### src/rtl/jetpack_pkg.sv
// Shared jetpack game types: screen geometry, coordinate types and the
// player-motion state encoding used by the animator and obstacle blocks.
package jetpack_pkg;

  localparam int SCREEN_W = 640;
  localparam int SCREEN_H = 480;

  typedef logic [9:0] xcoord_t;
  typedef logic [8:0] ycoord_t;

  typedef enum logic [2:0] {
    IDLE,
    WAIT,
    VEL,
    POS,
    FROZEN
  } pm_state_t;

endpackage

### src/rtl/player_motion.sv
// Jetpack player physics. Once per frame (on frame_tick) thrust/gravity are
// integrated into a signed velocity, then the velocity into a clamped
// vertical position. The bounding box only moves three edges after the tick,
// inside vblank, so the animator sees a stable box during active video.
module player_motion
  import jetpack_pkg::*;
#(
  parameter int SCREEN_H   = 480,
  parameter int PLAYER_X   = 100,
  parameter int PLAYER_W   = 16,
  parameter int PLAYER_H   = 24,
  parameter int THRUST_ACC = 2,
  parameter int GRAVITY    = 1,
  parameter int GRAV_DIV   = 2,
  parameter int VMAX       = 6
) (
  input  logic    clk,
  input  logic    reset,
  input  logic    frame_tick,
  input  logic    thrust,
  input  logic    game_over,
  output xcoord_t x0,
  output xcoord_t x1,
  output ycoord_t y0,
  output ycoord_t y1,
  output logic    on_ground,
  output logic    on_ceiling,
  output logic    flying
);

  localparam int GC_W = (GRAV_DIV > 1) ? $clog2(GRAV_DIV) : 1;
  localparam logic signed [10:0] GROUND_S = 11'(SCREEN_H - PLAYER_H);
  localparam ycoord_t GROUND_Y0 = ycoord_t'(SCREEN_H - PLAYER_H);
  localparam ycoord_t BOX_H_M1  = ycoord_t'(PLAYER_H - 1);

  pm_state_t          state, next_state;
  logic signed [4:0]  vel;
  logic [GC_W-1:0]    grav_cnt;
  logic               thr_q;

  logic signed [4:0]  vel_thr, vel_grav;
  logic               grav_wrap;
  logic signed [10:0] ny;
  ycoord_t            y_new;
  logic               hit;

  // Velocity saturation to [-VMAX, VMAX]; operand is one bit wider than vel.
  function automatic logic signed [4:0] sat_vel(input logic signed [5:0] v);
    if (v > 6'(VMAX))       return 5'(VMAX);
    else if (v < -6'(VMAX)) return 5'(-VMAX);
    else                    return v[4:0];
  endfunction

  // Clamp a candidate position to the playfield [0, GROUND_Y0].
  function automatic ycoord_t clamp_y(input logic signed [10:0] v);
    if (v <= 11'sd0)         return '0;
    else if (v >= GROUND_S)  return GROUND_Y0;
    else                     return v[8:0];
  endfunction

  assign x0 = xcoord_t'(PLAYER_X);
  assign x1 = xcoord_t'(PLAYER_X + PLAYER_W - 1);

  // Candidate velocities/positions for the VEL and POS steps.
  always_comb begin
    vel_thr   = sat_vel({vel[4], vel} - 6'(THRUST_ACC));
    vel_grav  = sat_vel({vel[4], vel} + 6'(GRAVITY));
    grav_wrap = (grav_cnt == GC_W'(GRAV_DIV - 1));
    ny        = $signed({2'b00, y0}) + $signed({{6{vel[4]}}, vel});
    y_new     = clamp_y(ny);
    hit       = (ny <= 11'sd0) || (ny >= GROUND_S);
  end

  // Next-state: game_over wins from any state; FROZEN is only left via reset.
  always_comb begin
    next_state = state;
    if (game_over) next_state = FROZEN;
    else begin
      case (state)
        IDLE:    if (frame_tick && thrust) next_state = VEL;
        WAIT:    if (frame_tick) next_state = VEL;
        VEL:     next_state = POS;
        POS:     next_state = WAIT;
        FROZEN:  next_state = FROZEN;
        default: next_state = IDLE;
      endcase
    end
  end

  // State, physics registers and registered box/flags.
  always_ff @(posedge clk) begin
    if (reset) begin
      state      <= IDLE;
      vel        <= '0;
      grav_cnt   <= '0;
      thr_q      <= 1'b0;
      y0         <= GROUND_Y0;
      y1         <= ycoord_t'(SCREEN_H - 1);
      on_ground  <= 1'b1;
      on_ceiling <= 1'b0;
      flying     <= 1'b0;
    end else begin
      state  <= next_state;
      flying <= (next_state == WAIT) || (next_state == VEL) || (next_state == POS);
      if (!game_over) begin
        case (state)
          IDLE: if (frame_tick && thrust) thr_q <= 1'b1;
          WAIT: if (frame_tick) thr_q <= thrust;
          VEL: begin
            if (thr_q) begin
              vel      <= vel_thr;
              grav_cnt <= '0;
            end else begin
              grav_cnt <= grav_wrap ? '0 : grav_cnt + 1'b1;
              if (grav_wrap) vel <= vel_grav;
            end
          end
          POS: begin
            y0         <= y_new;
            y1         <= y_new + BOX_H_M1;
            on_ground  <= (y_new == GROUND_Y0);
            on_ceiling <= (y_new == '0);
            if (hit) vel <= '0;
          end
          default: ;
        endcase
      end
    end
  end

endmodule

### config.mk
export PLATFORM = sky130hd
export DESIGN_NAME = player_motion
export DESIGN_NICKNAME = d
export VERILOG_FILES = /design/src/rtl/jetpack_pkg.sv /design/src/rtl/player_motion.sv
export SDC_FILE = /design/constraint.sdc
export NUM_CORES = 1
export LEC_CHECK = 0
export CORE_MARGIN = 1
export CORE_UTILIZATION = 55
export DETAILED_ROUTE_END_ITERATION = 8
export PLACE_DENSITY = 0.83
export SETUP_SLACK_MARGIN = 0.15
export SLEW_MARGIN = 20
export SYNTH_ARGS = -nofsm -noshare
export SYNTH_HDL_FRONTEND = slang
export SYNTH_SLANG_ARGS = --single-unit
### constraint.sdc
create_clock -name clk -period 7.25 [get_ports clk]
set_clock_uncertainty 0.1 [all_clocks]
set_input_delay 1.45 -clock clk [delete_from_list [all_inputs] [get_ports clk]]
set_output_delay 1.45 -clock clk [all_outputs]
set_load 0.02 [all_outputs]
# After elaboration in Yosys (flattened, before gate mapping)
# Cells that the tools add are included.
dict set report word_totals {
  register_bits 31
  out_inout_bits 41
  elab_cells 64
  mem_count 0
  inputBits 5
  mem_bits_ro 0
  ram_bits 0
  latchBits 0
}
dict set report classes {
  reduce_logical 12
  n_addsub 5
  n_mux 19
  n_mul 0
  n_div 0
  shifts 0
  n_eq_ne 12
  order_cmp 6
  bitwise_logic 1
}
# operator n
set ops {}
lappend ops {{2-to-1 mux 5 bit} 7}
lappend ops {{2-to-1 mux 9 bit} 2}
lappend ops {{one-hot mux 3 bit (5 select lines)} 1}
lappend ops {{equality test 3 x 2 -> 1 bit, second input constant} 4}
lappend ops {{> comparator 6 x 4 -> 1 bit, second input constant} 2}
lappend ops {{less-than comparator 6 x 4 -> 1 bit, second input constant} 2}
lappend ops {{adder 10 x 5 -> 11 bit} 1}
lappend ops {{>= comparator 11 x 10 -> 1 bit, second input constant} 1}
lappend ops {{<= comparator 11 x 1 -> 1 bit, second input constant} 1}
lappend ops {{one-hot mux 5 bit (2 select lines)} 1}
lappend ops {{adder 9 x 5 -> 9 bit, second input constant} 1}
lappend ops {{equality test 9 bit, second input constant} 1}
lappend ops {{zero test 9 bit} 1}
lappend ops {{2-to-1 mux 3 bit} 3}
lappend ops {{AND reduction 4 bit} 2}
lappend ops {{adder 5 x 2 -> 6 bit, second input constant} 1}
lappend ops {{equality test 3 x 1 -> 1 bit, second input constant} 2}
lappend ops {{inequality test 2 bit, second input constant} 3}
lappend ops {{subtractor 5 x 3 -> 6 bit, second input constant} 1}
lappend ops {{2-to-1 mux 1 bit} 4}
lappend ops {{AND reduction 2 bit} 2}
lappend ops {{nonzero test 2 bit} 2}
lappend ops {{equality test 3 bit, second input constant} 1}
lappend ops {{zero test 3 bit} 1}
lappend ops {{6 further kinds} 8}

# Depth between registers and ports, before layout
# Gate-level depths: netlist of the first run.
dict set report logic_depth {
  ltp_word 7
  mapped_depth 15
  depth_no_buf 14
}

# Worst setup path after synthesis of the first run
# OpenSTA, ideal clock, no wires.
dict set report synth_path {
  path_kind {flip-flop to flip-flop}
  startpoint {register y0[0]}
  endpoint {register y1[6]}
  arrival_ps 3746
  path_stages_with_launch 16
  period_less_slack_ps 3925
  path_slack_ps 3325
  path_cell_list {dfxtp_1 ha_1 inv_1 fa_1 or4_1 a2111oi_2 a31oi_1 o211a_2 o211a_4 a211oi_4 buf_4 nand2_1 ha_1 a211oi_2 o211ai_1 a211oi_2}
}
dict set report synth_via {
  elab_chain_len 5
}
# element line
set synth_lines {}
lappend synth_lines {{start: declaration} player_motion.sv:24} ;# output ycoord_t y0,
lappend synth_lines {{start signal: assignment} player_motion.sv:119} ;# y0 <= y_new;
lappend synth_lines {{adder 10 x 5 -> 11 bit *} player_motion.sv:69} ;# ny = $signed({2'b00, y0}) + $signed({{6{vel[4]}}, vel});
lappend synth_lines {{>= comparator 11 x 10 -> 1 bit} player_motion.sv:57} ;# else if (v >= GROUND_S) return GROUND_Y0;
lappend synth_lines {{2-to-1 mux 9 bit} player_motion.sv:57}
lappend synth_lines {{2-to-1 mux 9 bit *} player_motion.sv:56} ;# if (v <= 11'sd0) return '0;
lappend synth_lines {{adder 9 x 5 -> 9 bit *} player_motion.sv:120} ;# y1 <= y_new + BOX_H_M1;
lappend synth_lines {{end signal: assignment} player_motion.sv:98} ;# y1 <= ycoord_t'(SCREEN_H - 1);
lappend synth_lines {{end signal: assignment} player_motion.sv:120}
lappend synth_lines {{end: declaration} player_motion.sv:25} ;# output ycoord_t y1,
# Mark *: on every way between the ends. The rest lies on a longest branch, timed or not.
# A chain may end at the register's enable or synchronous reset.

# Worst setup path in the final report of the first run
dict set report layout_path {
  startpoint {register vel[4]}
  endpoint {register y1[6]}
}
dict set report layout_via {
  elab_chain_len 5
}
# element line
set layout_lines {}
lappend layout_lines {{start: declaration} player_motion.sv:37} ;# logic signed [4:0] vel;
lappend layout_lines {{start signal: assignment} player_motion.sv:111} ;# vel <= vel_thr;
lappend layout_lines {{start signal: assignment} player_motion.sv:115} ;# if (grav_wrap) vel <= vel_grav;
lappend layout_lines {{adder 10 x 5 -> 11 bit *} player_motion.sv:69}
lappend layout_lines {{>= comparator 11 x 10 -> 1 bit} player_motion.sv:57}
lappend layout_lines {{2-to-1 mux 9 bit} player_motion.sv:57}
lappend layout_lines {{2-to-1 mux 9 bit *} player_motion.sv:56}
lappend layout_lines {{adder 9 x 5 -> 9 bit *} player_motion.sv:120}
# Marks and branches as above.

==> metrics.json, run 1 <==
{
  "globalRouteTotalUtil": 0.241,
  "coreArea_um2": 4440,
  "hpwlAfterDp_um": 4230,
  "placed_area_um2": 2750,
  "drc": 17,
  "run_status": "finished with violations",
  "cts-htree-levels": 2,
  "port_buffers": 25,
  "area_growth_pct": 11.2,
  "layout_common_cells": "sky130_fd_sc_hd__a21oi_1, sky130_fd_sc_hd__dfxtp_1, sky130_fd_sc_hd__nand2_1",
  "slowest_stage": "sky130_fd_sc_hd__dfxtp_1",
  "drt-total-wl_um": 5830,
  "finalWeightedCongestion": 0.897,
  "cp_data_arrival_time_ns": 4.71,
  "synth_async_sr_flop_share": 0,
  "start_kind": "flip-flop",
  "dominantRegCellSynth": "sky130_fd_sc_hd__dfxtp_1",
  "synth_cell_type_count": 61,
  "number_of_global_route_vias_before_repair": 2090,
  "power.ir.vdd_worst_mv": 0.153,
  "finalCriticalPeriod_ns": 4.60,
  "io_pins": 46,
  "dp_slack_ns": 2.77,
  "die_y_um": 70.5,
  "setup_violations": 0,
  "synth.avg_cell_area_um2": 7.84,
  "crit_share_post_route": 0.635,
  "critPathCaptureType": "flip-flop",
  "total_power_uw": 369,
  "crit_family": "compound AO/OA/AOI/OAI gates",
  "via_count": 2405,
  "slew_violations": 0,
  "wire_length_of_the_first_global_routing_pass_um": 9720,
  "antennaDiodeCount": 0,
  "tritoncts": "built",
  "cp.depth": 12,
  "cts_made_buffers": 5,
  "timing_hold_violations_final": 0,
  "die_w_um": 70.5,
  "cp_data_required_time_ns": 7.36,
  "timing.hold.worst.class": "flip-flop to flip-flop",
  "yosysTopAreaCell": "sky130_fd_sc_hd__dfxtp_1",
  "rsz0062_at_grt": "no",
  "ctsHoldBuffers": 0,
  "grt_max_degree": 26,
  "max_capacitance_violation_count": 0,
  "cp.buffers_inverters": 0,
  "timing.fmax_mhz": 217,
  "drt_first_iter_violations": 250,
  "reg2reg_depth": 12,
  "worstHoldPathCells": 2,
  "ant_nets": 0,
  "path_cells": "ha_1, or4_1, a2111oi_2, a31oi_1, o211a_2, o211a_4, a211oi_4, nand2_1, ha_1, a211oi_2, o211ai_1, a211oi_2",
  "global_route.overflow_total": 0,
  "synth_area_um2": 2580,
  "cts-root-to-sink-buffers": 2,
  "final_layout_size_suffix_gt1_frac": 0.0581,
  "tightest_slew_ns": 0.932,
  "ys_top_cells_by_area": "sky130_fd_sc_hd__dfxtp_1, sky130_fd_sc_hd__ha_1, sky130_fd_sc_hd__a21oi_1",
  "cts.sink_count": 31,
  "worst_path_largest_cell_delay_ns": 0.88,
  "clock-root-buffer": "sky130_fd_sc_hd__clkbuf_8",
  "power.density_cell_area_nw_per_um2": 129,
  "clock_latency_on_the_worst_skew_pair_ns": 0.28,
  "violations": "design-rule violations",
  "path_clk_slew_ns": 0.07,
  "floorplan.die_area_um2": 4970,
  "rows": 24,
  "first_pass_iters": 7,
  "synth-warning-count": 0,
  "timing.setup.tns_ns": 0,
  "fin_nets": 366,
  "seq_area_frac_synth": 0.241,
  "whs_ns": 0.354,
  "setup_buffers_after_cts": 0,
  "synth_enable_flop_cells": 0,
  "crit_path_max_fanout": 22,
  "starting_utilization_of_the_core_area": 0.581,
  "final_area_um2": 2870,
  "worst_slack_ns": 2.65,
  "synth-seq-cells": 31,
  "power_leakage_uw": 0.00113,
  "synth_top_cell_area_share": 0.241,
  "synthesis.instances": 329,
  "post_detailed_route_wirelength_per_cell_um": 14.7,
  "worst-setup-path-type": "flip-flop to flip-flop",
  "final_common_cell": "sky130_fd_sc_hd__a21oi_1",
  "cts_repair_resize_count": 0,
  "relSlewSlack": 0.377,
  "antenna_found_initial": 0,
  "avg_vias_per_cell": 6.07
}
## cells in the mapped netlist (3+ instances only)
cell type                   n
sky130_fd_sc_hd__nor3_1    15
sky130_fd_sc_hd__inv_1     13
sky130_fd_sc_hd__nor3b_1    4
sky130_fd_sc_hd__and2_1     6
sky130_fd_sc_hd__o31ai_1    4
sky130_fd_sc_hd__nand3b_1   7
sky130_fd_sc_hd__buf_4     21
sky130_fd_sc_hd__o211ai_1   7
sky130_fd_sc_hd__xnor2_1    5
sky130_fd_sc_hd__or4_1      3
sky130_fd_sc_hd__o21ai_0   10
sky130_fd_sc_hd__a211oi_2   3
sky130_fd_sc_hd__nor2b_1    3
sky130_fd_sc_hd__nand2_1   26
sky130_fd_sc_hd__nor4_1     3
sky130_fd_sc_hd__nand3_1    9
sky130_fd_sc_hd__nor2_1    19
sky130_fd_sc_hd__nand2b_1   5
sky130_fd_sc_hd__mux2i_1    4
sky130_fd_sc_hd__a31oi_1    5
sky130_fd_sc_hd__dfxtp_1   31
sky130_fd_sc_hd__a21oi_1   34
sky130_fd_sc_hd__o21a_1     3
sky130_fd_sc_hd__clkbuf_1  15
sky130_fd_sc_hd__ha_1      17
sky130_fd_sc_hd__xor2_1     6
sky130_fd_sc_hd__a211oi_1   3
sky130_fd_sc_hd__a21o_1     7
## cell families (layout without fill, tap and decap cells)
logic type               after synthesis  count (layout)  share of synthesized area
AND/OR/NAND/NOR                      108             108                      0.219
AO/OA/AOI/OAI                        105             105                      0.291
buffers and inverters                 50              47                      0.104
flip-flops                            31              31                      0.241
adder cells (fa/ha/maj)               18              18                     0.0902
XOR/XNOR                              11              11                     0.0373
multiplexers                           4               4                     0.0155
other                                  2              20                    0.00291
## worst paths after layout
| path | start | to | slack, ns |
|---|---|---|---|
| max | vel[4] | y1[6] | 2.65 |
| min | y1[5] | y1[5] | 0.35 |
| max reg2reg | vel[4] | y1[6] | 2.65 |
| min reg2reg | y1[5] | y1[5] | 0.35 |
## stage by stage
step,util,std cells
5_1_grt,0.646,396
2_1_floorplan,-,347
3_3_place_gp,0.619,388
6_report,0.646,396
4_1_cts,0.646,396
3_5_place_dp,0.619,388
## power breakdown
| group | internal, uW | switching [uW] | leakage (uW) | total [uW] |
|---|---|---|---|---|
| combinational | 4.86 | 17.0 | 0.000823 | 21.8 |
| clock | 111 | 63.3 | 0.0000612 | 174 |
| sequential | 171 | 1.79 | 0.000251 | 173 |
## state kept, by name, indices dropped and copies added (netlist names)
| register | count |
|---|---|
| y0 | 9 |
| y1 | 9 |
| vel | 5 |
| state | 3 |
| flying | 1 |
| grav_cnt | 1 |
| on_ceiling | 1 |
| on_ground | 1 |
| thr_q | 1 |
## cell type report
cell class / instances / area (um2)
Clock inverter: 2 / 35.0
Clock buffer: 6 / 82.6
Inverter: 13 / 48.8
Multi-Input combinational cell: 266 / 1760
Sequential cell: 31 / 621
Timing Repair Buffer: 26 / 258
Tap cell: 52 / 65.1
Fill cell: 371 / 1580
## routing by layer
metal,up-vias,wire [um],GRT usage
met5,-,0,0
met2,101,2500,0.371
met1,1097,2830,0.346
met4,0,69,0.0748
met3,8,427,0.0332
li1,1199,-,-
## worst register-to-register path, stage by stage, from the launching register on
cell and delay (ns):
sky130_fd_sc_hd__dfxtp_1 0.88, sky130_fd_sc_hd__ha_1 0.49, sky130_fd_sc_hd__or4_1 0.56, sky130_fd_sc_hd__a2111oi_2 0.29, sky130_fd_sc_hd__a31oi_1 0.08, sky130_fd_sc_hd__o211a_2 0.17
sky130_fd_sc_hd__o211a_4 0.29, sky130_fd_sc_hd__a211oi_4 0.55, sky130_fd_sc_hd__nand2_1 0.18, sky130_fd_sc_hd__ha_1 0.28, sky130_fd_sc_hd__a211oi_2 0.33, sky130_fd_sc_hd__o211ai_1 0.15
sky130_fd_sc_hd__a211oi_2 0.20
No activity file was read; power rests on OpenSTA's default activity.
==> run 2: changes to the inputs <==
- CORE_UTILIZATION: 55 -> 53
- PLACE_DENSITY: 0.83 -> 0.8
- clock period: 7.25 -> 4.6 ns (I/O delays scaled with it)
==> metrics.json, run 2 (synthesis gave the netlist of run 1 again) <==
{
  "layout_common_cells": "sky130_fd_sc_hd__a21oi_1, sky130_fd_sc_hd__dfxtp_1, sky130_fd_sc_hd__nand2_1",
  "run_status": "finished, final reports clean",
  "rsz0062_at_grt": "no",
  "port_buffers": 25,
  "reg_top3": "y0 x9, y1 x9, vel x5",
  "ctsHoldBuffers": 0,
  "post_detailed_route_wirelength_per_cell_um": 15.1,
  "worst_path_largest_cell_delay_ns": 0.52,
  "floorplan.die_area_um2": 5150,
  "timing.setup.tns_ns": 0,
  "cts-htree-levels": 2,
  "via_count": 2460,
  "starting_utilization_of_the_core_area": 0.550,
  "avg_vias_per_cell": 6.12,
  "slew_violations": 0,
  "tightest_slew_ns": 0.795,
  "power.ir.vdd_worst_mv": 0.207,
  "final_layout_size_suffix_gt1_frac": 0.0718,
  "path_cells": "ha_1, inv_1, fa_1, or4_1, a2111oi_2, a31oi_1, o211a_2, o211a_4, a211oi_4, nand2_1, ha_1, a211oi_2, o211ai_1, a211oi_2",
  "setup_violations": 0,
  "fin_nets": 371,
  "start_kind": "flip-flop",
  "timing_hold_violations_final": 0,
  "drt-total-wl_um": 6060,
  "drc": 0,
  "io_pins": 46,
  "clock-root-buffer": "sky130_fd_sc_hd__clkbuf_8",
  "startpoint_of_the_tightest_hold_check_path": "y1[5]",
  "setup_buffers_after_cts": 0,
  "worst_setup_path_startpoint": "vel[0]",
  "max_capacitance_violation_count": 0,
  "rows": 25,
  "antenna_found_initial": 0,
  "hpwlAfterDp_um": 4550,
  "timing.hold.worst.class": "flip-flop to flip-flop",
  "placedCellCount": 395,
  "drt_first_iter_violations": 233,
  "cts-root-to-sink-buffers": 2,
  "coreArea_um2": 4690,
  "number_of_global_route_vias_before_repair": 2110,
  "crit_share_post_route": 0.904,
  "path_clk_slew_ns": 0.07,
  "cts.sink_count": 31,
  "relSlewSlack": 0.463,
  "ant_nets": 0,
  "die_w_um": 71.8,
  "die_y_um": 71.8,
  "power.density_cell_area_nw_per_um2": 181,
  "timing.fmax_mhz": 240,
  "tritoncts": "built",
  "slowest_stage": "sky130_fd_sc_hd__or4_1",
  "finalWeightedCongestion": 0.923,
  "first_pass_iters": 5,
  "antennaDiodeCount": 0,
  "grt_max_degree": 26,
  "cp_data_required_time_ns": 4.71,
  "cts_repair_resize_count": 0,
  "critPathCaptureType": "flip-flop",
  "wire_length_of_the_first_global_routing_pass_um": 9780,
  "globalRouteTotalUtil": 0.233,
  "startpoint_of_the_lowest_slack_register_to_register_path": "vel[0]",
  "clock_latency_on_the_worst_skew_pair_ns": 0.28,
  "worst-setup-path-type": "flip-flop to flip-flop",
  "power_leakage_uw": 0.00115,
  "cts_made_buffers": 5,
  "finalCriticalPeriod_ns": 4.16,
  "final_common_cell": "sky130_fd_sc_hd__a21oi_1",
  "cp_data_arrival_time_ns": 4.27,
  "crit_path_max_fanout": 9,
  "area_growth_pct": 11.6,
  "global_route.overflow_total": 0,
  "num-fill-cells": 409,
  "layoutNonFillerInstCount": 402
}
[run 2: area by class of cell]
class	instances	area [um2]	area share
Clock buffer	6	82.6	0.0287
Clock inverter	1	5.00	0.00174
Inverter	13	48.8	0.0169
Multi-Input combinational cell	266	1760	0.611
Sequential cell	31	622	0.216
Tap cell	54	67.6	0.0235
Timing Repair Buffer	31	295	0.103
[run 2: routing by layer]
layer / vias up / GRT usage / wire, um
li1: 1208 / - / -
met1: 1153 / 0.328 / 2820
met2: 95 / 0.383 / 2840
met3: 4 / 0.0281 / 358
met4: 0 / 0.0523 / 34
met5: - / 0 / 0
[run 2: worst max-delay path, delay by kind of cell (launching register included)]
family | cells | cell delay, ns
AO/OA/AOI/OAI | 8 | 1.87
adder cells (fa/ha/maj) | 3 | 0.98
buffers and inverters | 1 | 0.08
flip-flops | 1 | 0.41
AND/OR/NAND/NOR | 2 | 0.67
[run 2: worst paths after layout]
check                to  slack [ns]  cells after the start
setup / recovery  y1[6]        0.44                     14
hold / removal    y1[5]        0.35                      2
setup reg to reg  y1[6]        0.44                     14
hold reg to reg   y1[5]        0.35                      2
[run 2: where the power goes]
group | internal, uW | total, uW | switching [uW]
sequential | 270 | 273 | 2.97
combinational | 8.23 | 35.1 | 26.8
clock | 117 | 213 | 95.7
[run 2: through the flow]
step	cell area [um2]	setup WS [ns]	power, uW	hold slack (ns)	util
3_5_place_dp	2790	0.404	313	0.353	0.595
4_1_cts	2880	0.388	525	0.361	0.614
2_1_floorplan	2650	0.675	318	0.377	-
5_1_grt	2880	0.216	539	0.388	0.614
6_report	2880	0.440	521	0.354	0.614
3_3_place_gp	2790	0.587	313	0.342	0.595
==> run 3: changes to the inputs <==
- SKIP_CTS_REPAIR_TIMING: not set -> 1
==> results of run 3 <==
No change in the layout: final DEF, timing and power equal those of run 2.
